===== src/rtl/bin2bcd_seq.sv =====
// bin2bcd_seq: sequential binary-to-BCD converter (shift-and-add-3), one bit per clock.
// The result is held stable on o_digits for the seven-segment display stage, and
// code 4'hF asks that stage to blank a digit.
// Optional build macro BIN2BCD_LZB_EN enables leading-zero blanking on the result.
module bin2bcd_seq #(
  parameter int DIGITS = 4,
  parameter int WIDTH  = 14
) (
  input  logic                  i_clk_10mhz,
  input  logic                  i_rst,
  input  logic                  i_start,
  input  logic [WIDTH-1:0]      i_value,
  output logic                  o_busy,
  output logic                  o_done,
  output logic [DIGITS*4-1:0]   o_digits,
  output logic                  o_overflow
);

  localparam int CW = $clog2(WIDTH + 1);
  localparam int AW = DIGITS * 4;

  function automatic logic [63:0] pow10(input int n);
    logic [63:0] r;
    r = 64'd1;
    for (int k = 0; k < n; k++) r = r * 64'd10;
    return r;
  endfunction

  // Smallest value that no longer fits in DIGITS decimal digits.
  localparam logic [63:0] LIMIT = pow10(DIGITS);
  // If the input range never reaches LIMIT the flag folds to constant 0.
  localparam bit OVF_POSSIBLE = ((64'd1 << WIDTH) > LIMIT);

  typedef enum logic [1:0] {IDLE, SHIFT, DONE} state_t;

  state_t              state_q;
  logic [CW-1:0]       cnt_q;
  logic [WIDTH-1:0]    sr_q;
  logic [AW-1:0]       acc_q;
  logic                ovf_q;
  logic                busy_q;
  logic                done_q;
  logic [AW-1:0]       digits_q;
  logic                ovf_out_q;

  logic                ovf_d;
  logic [AW-1:0]       acc_adj;
  logic [AW+WIDTH-1:0] shifted;
  logic [AW-1:0]       disp_d;

  assign ovf_d   = OVF_POSSIBLE && (64'(i_value) >= LIMIT);
  assign shifted = {acc_adj, sr_q} << 1;

  // Add 3 to every accumulator digit >= 5 so the next doubling carries correctly.
  always_comb begin
    acc_adj = acc_q;
    for (int d = 0; d < DIGITS; d++)
      if (acc_q[4*d +: 4] >= 4'd5) acc_adj[4*d +: 4] = acc_q[4*d +: 4] + 4'd3;
  end

`ifdef BIN2BCD_LZB_EN
  logic lead;
  // Final display value: blank zeros above the top nonzero digit; digit 0 always shows.
  always_comb begin
    disp_d = acc_q;
    lead   = 1'b1;
    for (int d = DIGITS - 1; d >= 1; d--) begin
      if (lead && (acc_q[4*d +: 4] == 4'd0)) disp_d[4*d +: 4] = 4'hF;
      else                                    lead = 1'b0;
    end
    if (ovf_q) disp_d = '1;
  end
`else
  // Final display value: plain BCD, or all blanks when the value did not fit.
  always_comb begin
    disp_d = acc_q;
    if (ovf_q) disp_d = '1;
  end
`endif

  // Control FSM plus datapath; outputs only move at DONE or on reset.
  always_ff @(posedge i_clk_10mhz or posedge i_rst) begin
    if (i_rst) begin
      state_q   <= IDLE;
      cnt_q     <= '0;
      sr_q      <= '0;
      acc_q     <= '0;
      ovf_q     <= 1'b0;
      busy_q    <= 1'b0;
      done_q    <= 1'b0;
      digits_q  <= '0;
      ovf_out_q <= 1'b0;
    end else begin
      done_q <= 1'b0;
      case (state_q)
        IDLE: begin
          if (i_start) begin
            sr_q    <= i_value;
            acc_q   <= '0;
            cnt_q   <= '0;
            ovf_q   <= ovf_d;
            busy_q  <= 1'b1;
            state_q <= SHIFT;
          end
        end
        SHIFT: begin
          acc_q <= shifted[AW+WIDTH-1:WIDTH];
          sr_q  <= shifted[WIDTH-1:0];
          cnt_q <= cnt_q + CW'(1);
          if (cnt_q == CW'(WIDTH - 1)) state_q <= DONE;
        end
        DONE: begin
          digits_q  <= disp_d;
          ovf_out_q <= ovf_q;
          done_q    <= 1'b1;
          busy_q    <= 1'b0;
          state_q   <= IDLE;
        end
        default: state_q <= IDLE;
      endcase
    end
  end

  assign o_busy     = busy_q;
  assign o_done     = done_q;
  assign o_digits   = digits_q;
  assign o_overflow = ovf_out_q;

endmodule

===== config.mk =====
export PLATFORM = sky130hd
export DESIGN_NAME = bin2bcd_seq
export DESIGN_NICKNAME = d
export VERILOG_FILES = /design/src/rtl/bin2bcd_seq.sv
export SDC_FILE = /design/constraint.sdc
export NUM_CORES = 1
export LEC_CHECK = 0
export ABC_CLOCK_PERIOD_IN_PS = 4500
export CORE_AREA = 4 4 111 113
export DETAILED_ROUTE_END_ITERATION = 8
export DIE_AREA = 0 0 115 117
export PLACE_DENSITY_LB_ADDON = 0.2
export SLEW_MARGIN = 15
export SYNTH_ARGS = -nofsm -noshare
export SYNTH_HDL_FRONTEND = slang
export SYNTH_SLANG_ARGS = --single-unit

===== constraint.sdc =====
create_clock -name i_clk_10mhz -period 4.5 [get_ports i_clk_10mhz]
set_clock_uncertainty 0.1 [all_clocks]
set_input_delay 0.675 -clock i_clk_10mhz [delete_from_list [all_inputs] [get_ports i_clk_10mhz]]
set_output_delay 0.675 -clock i_clk_10mhz [all_outputs]
set_load 0.005 [all_outputs]

* After elaboration in Yosys (flattened, before gate mapping)
Index checks and enable logic that the tools add are counted.
** Word-level totals
- Flip-flop bits (word level) :: 56
- Bits in latches :: 0
- RAM bits :: 0
- Memory bits (read-only) :: 0
- Bits of input ports :: 17
- Memories kept :: 0
** Cells by class
- $add $sub $neg :: 5
- $mul :: 0
- Div/mod/pow operators :: 0
- Magnitude comparators :: 5
- Equal/unequal tests :: 5
- Shift operators :: 0
- Muxes and demuxes :: 17
- Bitwise logic cells :: 0
- Reduce and logical (&&, ||, !) cells :: 7
** Operators by type and width (number)
- two-way mux 16 bit :: 2
- one-hot mux 16 bit (2 select lines) :: 1
- one-hot mux 14 bit (2 select lines) :: 1
- greater-or-equal comparator 4 x 3 -> 1 bit, second input constant :: 4
- two-way mux 4 bit :: 4
- greater-or-equal comparator 14 bit, second input constant :: 1
- two-way mux 14 bit :: 1
- adder 4 x 2 -> 4 bit, second input constant :: 3
- one-hot mux 4 bit (2 select lines) :: 1
- AND reduction 2 bit :: 4
- adder 4 x 1 -> 4 bit, second input constant :: 1
- == test 4 bit, second input constant :: 1
- two-way mux 2 bit :: 2
- != test 2 bit, second input constant :: 2
- one-hot mux 2 bit (2 select lines) :: 1
- nonzero test 2 bit :: 2
- adder 3 x 2 -> 3 bit, second input constant :: 1
- two-way mux 3 bit :: 1
- == test 2 x 1 -> 1 bit, second input constant :: 1
- == test 2 bit, second input constant :: 1
- logical NOT 2 bit :: 1
- two-way mux 1 bit :: 2
- one-hot mux 1 bit (2 select lines) :: 1

* Depth between registers and ports, before layout
- Depth in word-level cells :: 3
- Mapped depth :: 6

* Least setup slack after synthesis
Ideal clock, no wire load.
- Kind :: input-to-reg
- Start :: input port i_value[7]
- End :: register ovf_q
- Library setup time :: 128 ps
- Arrival time :: 1237 ps
- Data required time :: 4272 ps
- Slack :: 3035 ps
- Stages on the path :: 4
- Cell sequence :: nor4_1 -> nor2_1 -> o31ai_1 -> o21ai_0
** On the way
- Cells in the longest elaborated chain, start to end :: 1
** RTL lines
- from (decl) :: RTL line 12 : input logic [WIDTH-1:0] i_value,
- greater-or-equal comparator 14 bit :: RTL line 51 : assign ovf_d = OVF_POSSIBLE && (64'(i_value) >= LIMIT);
- to (signal assigned) :: RTL line 101 : ovf_q <= ovf_d;
- to (decl) :: RTL line 40 : logic ovf_q;
No other way between the ends.
A chain may end at the register's enable or synchronous reset.

* Final worst setup path
- Start :: input port i_start
- End :: register acc_q[11]
** On the way
- Cells in the longest elaborated chain, start to end :: 2
** RTL lines
- from (decl) :: RTL line 11 : input logic i_start,
- != test 2 bit (no line)
- AND reduction 2 bit (no line)
- to (signal assigned) :: RTL line 107 : acc_q <= shifted[AW+WIDTH-1:WIDTH];
- to (decl) :: RTL line 39 : logic [AW-1:0] acc_q;
No other way between the ends.

==> results.py <==
metrics = {
    "cells_and_area": {
        "final_nets": 341,
        "final_cell_mix": "dfrtp_1, nand2_1, clkdlybuf4s50_1",
        "finalInstanceArea_sq_um": 3360,
        "area_delta_synth_final_pct": 19.8,
        "antenna_cells": 0,
        "final_util_pct": 29.7,
        "fin_cells": 457,
        "layout.cells.most_common": "dfrtp_1",
        "drive_gt1_share_pct": 7.96,
    },
    "clocking": {
        "cts_resized": 0,
        "cts-buffers-inserted": 5,
        "cts.clk_slew.worst_paths_ns": 0.07,
        "cts_setup_buffers": 0,
        "cts.hold.buffers_added": 0,
        "cts_sinks": 56,
        "h-tree-depth": 2,
        "clkLatencyLatePin_ns": 0.29,
        "tritoncts": "built",
        "ctsLongestPathBuffers": 2,
        "ctsRootBufferMaster": "clkbuf_16",
    },
    "critical_path": {
        "crit_start": "i_start",
        "reg2reg_depth": 4,
        "worstPathRequired_ns": 4.63,
        "crit_path_end_kind": "flop",
        "start_kind": "primary input",
        "cp.arrival_ns": 2.33,
        "crit_type": "in2reg",
        "timing.rr.end": "o_digits[7]",
        "path_max_fanout": 33,
        "r2r_slack_ns": 2.39,
        "reg2reg_from": "state_q[0]",
    },
    "floorplanning": {
        "dieArea_sq_um": 13500,
        "rows": 39,
        "num_io_pins": 36,
        "initial_core_util_pct": 24.8,
        "die_w_microns": 115,
        "core_sq_um": 11300,
        "die-height_microns": 117,
    },
    "timing": {
        "period_share_pct": 48.9,
        "rsz0062_at_grt": "false",
        "tightestPinTransition_ns": 1.03,
        "tns_ns": 0,
        "layout_setup_ws_ns": 2.30,
        "fmax_mhz": 455,
        "holdWs_ns": 0.378,
        "slew_violations": 0,
        "hold_viol": 0,
        "finalSetupViolations": 0,
        "slew_headroom_pct": 31.1,
        "min_period_ns": 2.20,
    },
    "grt": {
        "grt_pass1_vias": 1878,
        "grtUsageMet2_pct": 12.9,
        "grt_usage_pct": 9.01,
        "grt_max_degree": 37,
        "grtUsageMet3_pct": 2.83,
        "grt_pass1_wl_mm": 9.69,
        "grt-busiest-layer": "met1",
        "use_met1_pct": 13.0,
        "overflow": 0,
        "antenna_found_initial": 0,
    },
    "logic_synthesis": {
        "ys_seq_area_share_pct": 49.9,
        "synth-edff-count": 0,
        "synthArstFlopShare_pct": 100,
        "netlist_area_sq_um": 2810,
        "ys_ff_latch": 56,
        "synth_area_per_cell_sq_um": 9.75,
        "synth_fp_nets": 315,
        "synth.distinct_cells": 31,
        "ys.flop_type": "dfrtp_1",
        "yosys_warnings": 0,
        "syn_inst": 288,
    },
    "power_and_ir_drop": {
        "power.leakage_nw": 1.53,
        "p_total_mw": 2.11,
        "power.density_nw_per_um2": 629,
        "vdd_drop_max_mv": 0.186,
    },
    "placed_design": {
        "hpwl_mm": 4.03,
        "place_ws_ns": 1.97,
        "place_area_sq_um": 3210,
        "port_buffers": 35,
        "gp_congestion": 0.720,
        "dp.cells": 450,
    },
    "status": {
        "status": "completed",
    },
    "route": {
        "wl_mm": 5.84,
        "vias": 1976,
        "ant_nets": 0,
        "wl_per_cell_microns": 12.8,
        "first_pass_iters": 4,
        "vias_per_cell": 4.32,
        "drc": 0,
        "drt_iter0_drc": 88,
    },
    "job": {
        "cap_violations": 0,
    },
    "hold_path": {
        "holdPathStages": 2,
        "min_to": "o_digits[5]",
        "hold_class": "reg2reg",
        "min_from": "o_digits[5]",
    },
}
how the worst max path moves through the flow:
stage / endpoint / slack, ns / cells after the start
final: acc_q[11] / 2.30 / 3
after global routing: sr_q[12] / 2.11 / 4
after CTS: acc_q[7] / 2.29 / 3
after detailed placement: acc_q[7] / 1.97 / 3
after global placement: acc_q[15] / 2.03 / 3
after floorplan: acc_q[0] / 2.35 / 1
cells in the mapped netlist, types with 3 or more instances:
cell type | instances | share of area (%)
xnor2_1 | 4 | 1.2
buf_2 | 3 | 0.53
o21ai_0 | 29 | 5.2
mux2i_1 | 4 | 1.4
nand2b_1 | 7 | 1.6
nand3_1 | 4 | 0.71
a22o_1 | 9 | 2.8
o21ai_1 | 8 | 1.4
nand2_1 | 49 | 6.6
a21oi_1 | 15 | 2.7
inv_1 | 12 | 1.6
and3b_1 | 13 | 4.1
dfrtp_1 | 56 | 50
o21ai_2 | 10 | 3.1
nor2_1 | 24 | 3.2
buf_6 | 6 | 2.4
o31ai_1 | 3 | 0.80
ha_1 | 10 | 4.5
a21oi_2 | 3 | 0.94
buf_4 | 6 | 1.6
worst max-delay path, cell delays in order:
cell and delay, ns:
clkdlybuf4s50_1 0.64, o21bai_4 0.75, a22o_1 0.25
sequential cells by signal, summed over array words and instances (netlist names):
signal / cells
ovf_q: 1
o_digits: 16
sr_q: 14
cnt_q: 4
state_q: 2
o_busy: 1
o_overflow: 1
o_done: 1
acc_q: 16
layer usage:
metal,vias to the layer above,part of all wire [%]
met5,-,0
met4,0,1.2
met3,7,5.1
met2,39,43
met1,901,51
li1,1029,-
where the power goes:
part	switching, mW	internal (mW)
logic	0.394	0.406
registers	0.219	0.690
clock network	0.173	0.234
total	0.785	1.33
final cells by class:
type | count | area (sq um)
Clock buffer | 7 | 153
Fill cell | 1221 | 7960
Inverter | 12 | 45.0
Multi-Input combinational cell | 202 | 1220
Sequential cell | 56 | 1400
Tap cell | 143 | 179
Timing Repair Buffer | 37 | 365
kinds of logic after synthesis:
| kind of cell | Yosys count | share of synthesized area [%] |
|---|---|---|
| adders and majority gates | 10 | 4.46 |
| buffers and inverters | 30 | 6.59 |
| muxes | 5 | 1.96 |
| and+or+nand+nor | 102 | 17.3 |
| xor gates and xnor gates | 6 | 1.87 |
| DFF | 56 | 49.9 |
| AOI/OAI and AO/OA | 79 | 17.9 |
No activity file was read; power rests on OpenSTA's default activity.
